### src/rtl/nn_pkg.sv
// nn_pkg: shared state encoding, default layer sizes and fixed-point helpers
package nn_pkg;
    typedef enum logic [2:0] {IDLE, ACC, BIAS, FIN, OUT} state_t;
    localparam int NN_N_IN    = 784;
    localparam int NN_N_OUT   = 10;
    localparam int NN_LANES   = 2;
    localparam int NN_DW      = 16;
    localparam int NN_FRAC    = 8;
    localparam int NN_RELU_EN = 1;
    function automatic longint sat_to_dw(input longint v, input int dw);
        longint hi;
        longint lo;
        hi = (longint'(1) <<< (dw - 1)) - 1;
        lo = -hi - 1;
        return (v > hi) ? hi : ((v < lo) ? lo : v);
    endfunction
    function automatic longint relu(input longint v);
        return (v < 0) ? longint'(0) : v;
    endfunction
endpackage

### src/rtl/mac_lane.sv
// mac_lane: one neuron accumulator with bias fold-in, saturation and optional ReLU
module mac_lane
    import nn_pkg::*;
#(
    parameter int N_IN    = NN_N_IN,
    parameter int DW      = NN_DW,
    parameter int FRAC    = NN_FRAC,
    parameter int RELU_EN = NN_RELU_EN
) (
    input  logic          clk,
    input  logic          reset,
    input  logic          i_clear,
    input  logic          i_acc_en,
    input  logic          i_fin,
    input  logic [DW-1:0] i_x,
    input  logic [DW-1:0] i_w,
    input  logic [DW-1:0] i_b,
    output logic [DW-1:0] o_pre,
    output logic [DW-1:0] o_act
);
    localparam int ACCW = 2 * DW + $clog2(N_IN) + 1;
    logic signed [2*DW-1:0] w_prod;
    logic signed [ACCW-1:0] w_prod_ext;
    logic signed [ACCW-1:0] w_bias_ext;
    logic signed [ACCW-1:0] w_sum;
    logic signed [ACCW-1:0] w_shr;
    logic signed [ACCW-1:0] r_acc;
    logic signed [DW-1:0]   w_sat;
    logic signed [DW-1:0]   w_act;
    assign w_prod     = $signed(i_x) * $signed(i_w);
    assign w_prod_ext = {{(ACCW - 2 * DW){w_prod[2*DW-1]}}, w_prod};
    assign w_bias_ext = {{(ACCW - DW - FRAC){i_b[DW-1]}}, i_b, {FRAC{1'b0}}};
    assign w_sum      = r_acc + w_bias_ext;
    assign w_shr      = w_sum >>> FRAC;
    assign w_sat      = DW'(sat_to_dw(longint'(w_shr), DW));
    assign w_act      = (RELU_EN != 0) ? DW'(relu(longint'(w_sat))) : w_sat;
    // Clear at group start, sum products, then fold in bias and latch the result
    always_ff @(posedge clk) begin
        if (!reset) begin
            r_acc <= '0;
            o_pre <= '0;
            o_act <= '0;
        end else if (i_clear) begin
            r_acc <= '0;
        end else if (i_acc_en) begin
            r_acc <= r_acc + w_prod_ext;
        end else if (i_fin) begin
            r_acc <= w_sum;
            o_pre <= w_sat;
            o_act <= w_act;
        end
    end
endmodule

### src/rtl/dense_layer_seq.sv
// dense_layer_seq: time-multiplexed fully-connected layer streaming one neuron per beat
module dense_layer_seq
    import nn_pkg::*;
#(
    parameter int N_IN    = NN_N_IN,
    parameter int N_OUT   = NN_N_OUT,
    parameter int LANES   = NN_LANES,
    parameter int DW      = NN_DW,
    parameter int FRAC    = NN_FRAC,
    parameter int RELU_EN = NN_RELU_EN,
    localparam int XAW    = $clog2(N_IN),
    localparam int WAW    = $clog2(N_IN * N_OUT / LANES),
    localparam int G      = N_OUT / LANES,
    localparam int GW     = (G > 1) ? $clog2(G) : 1,
    localparam int IW     = $clog2(N_OUT),
    localparam int LW     = (LANES > 1) ? $clog2(LANES) : 1
) (
    input  logic                clk,
    input  logic                reset,
    input  logic                start_valid,
    output logic                start_ready,
    output logic [XAW-1:0]      x_addr,
    input  logic [DW-1:0]       x_rdata,
    output logic [WAW-1:0]      w_addr,
    input  logic [LANES*DW-1:0] w_rdata,
    output logic [GW-1:0]       b_addr,
    input  logic [LANES*DW-1:0] b_rdata,
    output logic                out_valid,
    input  logic                out_ready,
    output logic [DW-1:0]       out_data,
    output logic [DW-1:0]       out_pre,
    output logic [IW-1:0]       out_idx,
    output logic                out_last,
    output logic                done
);
    state_t         r_state;
    logic [XAW-1:0] r_i;
    logic [GW-1:0]  r_g;
    logic [LW-1:0]  r_l;
    logic           r_acc_en;
    logic           r_done;
    logic           w_clear;
    logic           w_fin;
    logic           w_last_lane;
    logic           w_last_group;
    logic [DW-1:0]  w_pre [LANES];
    logic [DW-1:0]  w_act [LANES];
    assign w_last_lane  = r_l == LW'(LANES - 1);
    assign w_last_group = r_g == GW'(G - 1);
    assign w_clear      = (r_state == IDLE && start_valid) || (r_state == OUT && out_ready && w_last_lane && !w_last_group);
    assign w_fin        = r_state == FIN;
    assign start_ready  = r_state == IDLE;
    assign out_valid    = r_state == OUT;
    assign x_addr       = r_i;
    assign w_addr       = WAW'(r_g) * WAW'(N_IN) + WAW'(r_i);
    assign b_addr       = r_g;
    assign out_idx      = IW'(r_g) * IW'(LANES) + IW'(r_l);
    assign out_last     = out_valid && out_idx == IW'(N_OUT - 1);
    assign out_data     = w_act[r_l];
    assign out_pre      = w_pre[r_l];
    assign done         = r_done;
    for (genvar l = 0; l < LANES; l++) begin : g_lane
        mac_lane #(.N_IN(N_IN), .DW(DW), .FRAC(FRAC), .RELU_EN(RELU_EN)) u_lane (
            .clk      (clk),
            .reset    (reset),
            .i_clear  (w_clear),
            .i_acc_en (r_acc_en),
            .i_fin    (w_fin),
            .i_x      (x_rdata),
            .i_w      (w_rdata[l*DW +: DW]),
            .i_b      (b_rdata[l*DW +: DW]),
            .o_pre    (w_pre[l]),
            .o_act    (w_act[l])
        );
    end
    // Sequencer: walk inputs per group, then bias, finish, and drain lanes one beat at a time
    always_ff @(posedge clk) begin
        if (!reset) begin
            r_state  <= IDLE;
            r_i      <= '0;
            r_g      <= '0;
            r_l      <= '0;
            r_acc_en <= 1'b0;
            r_done   <= 1'b0;
        end else begin
            r_done   <= 1'b0;
            r_acc_en <= r_state == ACC;
            case (r_state)
                IDLE: if (start_valid) begin
                    r_state <= ACC;
                    r_i     <= '0;
                    r_g     <= '0;
                    r_l     <= '0;
                end
                ACC: begin
                    r_i <= r_i + 1'b1;
                    if (r_i == XAW'(N_IN - 1)) begin
                        r_i     <= '0;
                        r_state <= BIAS;
                    end
                end
                BIAS: r_state <= FIN;
                FIN: begin
                    r_l     <= '0;
                    r_state <= OUT;
                end
                OUT: if (out_ready) begin
                    if (!w_last_lane) begin
                        r_l <= r_l + 1'b1;
                    end else if (!w_last_group) begin
                        r_l     <= '0;
                        r_g     <= r_g + 1'b1;
                        r_state <= ACC;
                    end else begin
                        r_l     <= '0;
                        r_g     <= '0;
                        r_done  <= 1'b1;
                        r_state <= IDLE;
                    end
                end
                default: r_state <= IDLE;
            endcase
        end
    end
endmodule

### config.mk
export PLATFORM = sky130hd
export DESIGN_NAME = dense_layer_seq
export DESIGN_NICKNAME = d
export VERILOG_FILES = /design/src/rtl/nn_pkg.sv /design/src/rtl/mac_lane.sv /design/src/rtl/dense_layer_seq.sv
export SDC_FILE = /design/constraint.sdc
export NUM_CORES = 2
export LEC_CHECK = 0
export ABC_CLOCK_PERIOD_IN_PS = 6650
export CORE_MARGIN = 3
export CORE_UTILIZATION = 30
export DETAILED_ROUTE_END_ITERATION = 6
export DONT_BUFFER_PORTS = 1
export PLACE_DENSITY = 0.56
export SLEW_MARGIN = 20
export SYNTH_ARGS = -nofsm -noshare
export SYNTH_HDL_FRONTEND = slang
export SYNTH_HIERARCHICAL = 1
export SYNTH_SLANG_ARGS = --single-unit
export TNS_END_PERCENT = 30
### constraint.sdc
create_clock -name clk -period 6.65 [get_ports clk]
set_input_delay 0.3325 -clock clk [delete_from_list [all_inputs] [get_ports clk]]
set_output_delay 0.3325 -clock clk [all_outputs]
set_load 0.05 [all_outputs]
==> impl_metrics.ini <==
[synth]
yosys.area_share.simple = 0.154
synthCells = 4387
netlist.area_leader.share = 0.357
synth_top_area_cell = fa_1
synth-edff-count = 0
synth_ff_type = dfxtp_1
synth_top_family_by_area = adder cells
ys_types = 105
syn_nets = 5478
synth-seq-cells = 167
yosys_warnings = 6
yosys-top-cells-area = fa_1 36%, ha_1 10%, dfxtp_1 8.7%
synth_compound_area_frac = 0.143
synth.area.mux_share = 0.0218
synthXorXnorAreaFrac = 0.0293
ys_async_sr_fraction = 0
postSynthAreaPerCell_um2 = 8.79
synth_fa_ha_area_frac = 0.461
syn-cell-area_mm2 = 0.0386
synth-seq-area-share = 0.0867

[outcome]
status = finished, final reports clean

[clock_network]
cts_made_buffers = 17
cts_tree = built
insertion_delay_ns = 0.50
clkSinkCount = 167
h-tree-depth = 4
ctsLongestPathBuffers = 2
root_buffer = clkbuf_16
clkTransAtPathRegs_ns = 0.08
postCtsSetupBuffers = 0

[global_routing]
track_usage = 0.171
grt_max_degree = 85
grt_first_pass_wirelength_mm = 178
gr-total-overflow = 0
antenna_found_initial = 14
grt_pass1_vias = 31000

[layout]
multi_input_area_mm2 = 0.0312
post-route-cell-area_mm2 = 0.0412
area_growth_pct = 6.75
final_cell_mix = 853 x inv_1, 684 x fa_1, 427 x nand2_1, 320 x ha_1, 262 x and2_1
nets = 5397
final_common_cell = inv_1
drive_gt1_frac = 0.0586
regArea_mm2 = 0.00335
fillers = 13300

[critical_path]
critical_path_class = input port to flop
end_kind = flop
crit_fanout = 32
reg2reg_to = g_lane[1].u_lane/r_acc[27]
worst_r2r_path_depth = 22
crit_path_start_kind = input port
worstPathRequired_ns = 7.05
critPathArrivalTime_ns = 6.68
crit_end = g_lane[1].u_lane/r_acc[27]
crit_path_start = x_rdata[7]
r2r-start = g_lane[1].u_lane/r_acc[15]
rrSetupSlack_ns = 0.62

[sta]
fmax_mhz = 159
setup_viol = 0
hold_violations = 0
worst_pin_slew_ns = 1.10
fin_crit_sh = 0.944
hold_ws_ns = 0.0941
min_period_ns = 6.28
finClkSkew_ns = 0.0141
slew_viol_final = 0
relSlewSlack = 0.260
rsz0062_at_grt = false

[routing]
drc = 0
routed_wl_mm = 111
drt.antenna.violating_nets = 0
via_per_inst = 4.99
avgRoutedWirePerCell_um = 18.5
drt_iter0_markers = 1739
drt_first_pass_iters = 5
num_vias = 29800

[floorplanning]
die_height_um = 364
num_rows = 130
coreArea_mm2 = 0.127
initial_core_util = 0.305
die_w_um = 364
io_pins = 149
die_area_mm2 = 0.133

[place]
routabilityCongestion = 0.884
placed_area_mm2 = 0.0405
port_buffers = 0
post-dp-hpwl_mm = 91.0

[flow_run]
maxCapViolations = 0

[worst_hold_path]
min_path_cells = 2
min_path_type = input port to flop
[kinds of logic after synthesis]
logic type               count (synthesis)
AO/OA/AOI/OAI                          782
multiplexers                            79
other                                    2
flip-flops                             167
buffers and inverters                 1044
adder cells (fa/ha/maj)               1007
AND/OR/NAND/NOR                       1177
XOR/XNOR                               129
[how the worst min path moves through the flow]
stage                                    start                    endpoint
floorplan           g_lane[1].u_lane/o_act[10]  g_lane[1].u_lane/o_act[10]
global route                         out_ready                  r_state[2]
detailed placement  g_lane[1].u_lane/o_act[11]  g_lane[1].u_lane/o_act[11]
global placement    g_lane[1].u_lane/o_act[10]  g_lane[1].u_lane/o_act[10]
CTS                                  out_ready                  r_state[2]
finish                               out_ready                  r_state[2]
[layout make-up]
type                    count  area share
well taps                1650      0.0502
clock inverters            14     0.00441
repair buffers             89      0.0170
clock buffers              18      0.0107
diodes                      6    0.000365
inverters                 855      0.0780
multi-input cells        3176       0.758
flip-flops and latches    167      0.0814
[worst max-delay path, stage by stage]
cell	delay [ns]
nand2_1	0.07
fa_1	0.55
inv_1	0.05
fa_1	0.49
inv_1	0.05
fa_1	0.54
inv_1	0.05
fa_1	0.47
fa_1	0.50
inv_1	0.05
fa_1	0.49
inv_1	0.04
ha_1	0.37
a21o_1	0.21
a21o_1	0.18
a21o_1	0.17
a21oi_1	0.19
a31oi_1	0.25
buf_4	0.21
o41ai_1	0.37
buf_4	0.21
nor2_1	0.04
a311oi_1	0.31
xor2_1	0.14
a221oi_1	0.33
[registers in the layout (all words and copies together), names as in the netlist]
register / count
g_lane.u_lane/r_acc: 86
g_lane.u_lane/o_act: 30
b_addr: 3
x_addr: 10
r_l: 1
done: 1
g_lane.u_lane/o_pre: 32
r_state: 3
r_acc_en: 1
[per-layer routing]
| metal | up-vias | track usage | part of all wire | wire length, um |
|---|---|---|---|---|
| met5 | - | 0 | 0.00080 | 89 |
| met4 | 14 | 0.0372 | 0.017 | 1870 |
| met3 | 117 | 0.0392 | 0.069 | 7640 |
| met2 | 668 | 0.273 | 0.46 | 50800 |
| met1 | 15000 | 0.236 | 0.45 | 50400 |
| li1 | 14000 | - | - | - |
[repair_timing]
action,CTS,global route
hold buffers,2,0
gates resized for setup,0,1
hold endpoints to repair,12,0
setup endpoints to repair,0,2
[through the flow]
step                      setup slack [ns]  utilization  instances  TNS [ns]
after detailed placement            -0.215        0.320       5935    -0.724
final                                0.372        0.325       5975         0
after CTS                            0.285        0.325       5969         0
after floorplan                    -0.0378            -       4387   -0.0378
after global placement              -0.184        0.320       5935    -0.461
after global routing                0.0137        0.325       5971         0
[cells in the mapped netlist (19+ instances only)]
cell type  instances
nand3_1           43
nand4_1           33
nor2_1           176
o211ai_1          26
a21oi_1          201
inv_1            853
fa_1             687
nand2_1          427
nand2b_1          24
mux2_2            40
buf_2             19
nor3_1            67
nor2b_1           33
a21o_1            86
o21ai_0          102
mux2i_1           39
ha_1             320
and2_1           262
xnor2_1           85
o21a_1            25
o21ai_1           33
a211oi_1          83
o21bai_1          28
clkbuf_1         142
xor2_1            44
dfxtp_1          167
Power is left out: the tool's default activity adds up to more than one toggle a clock period on the data nets, which glitch-free logic cannot reach.
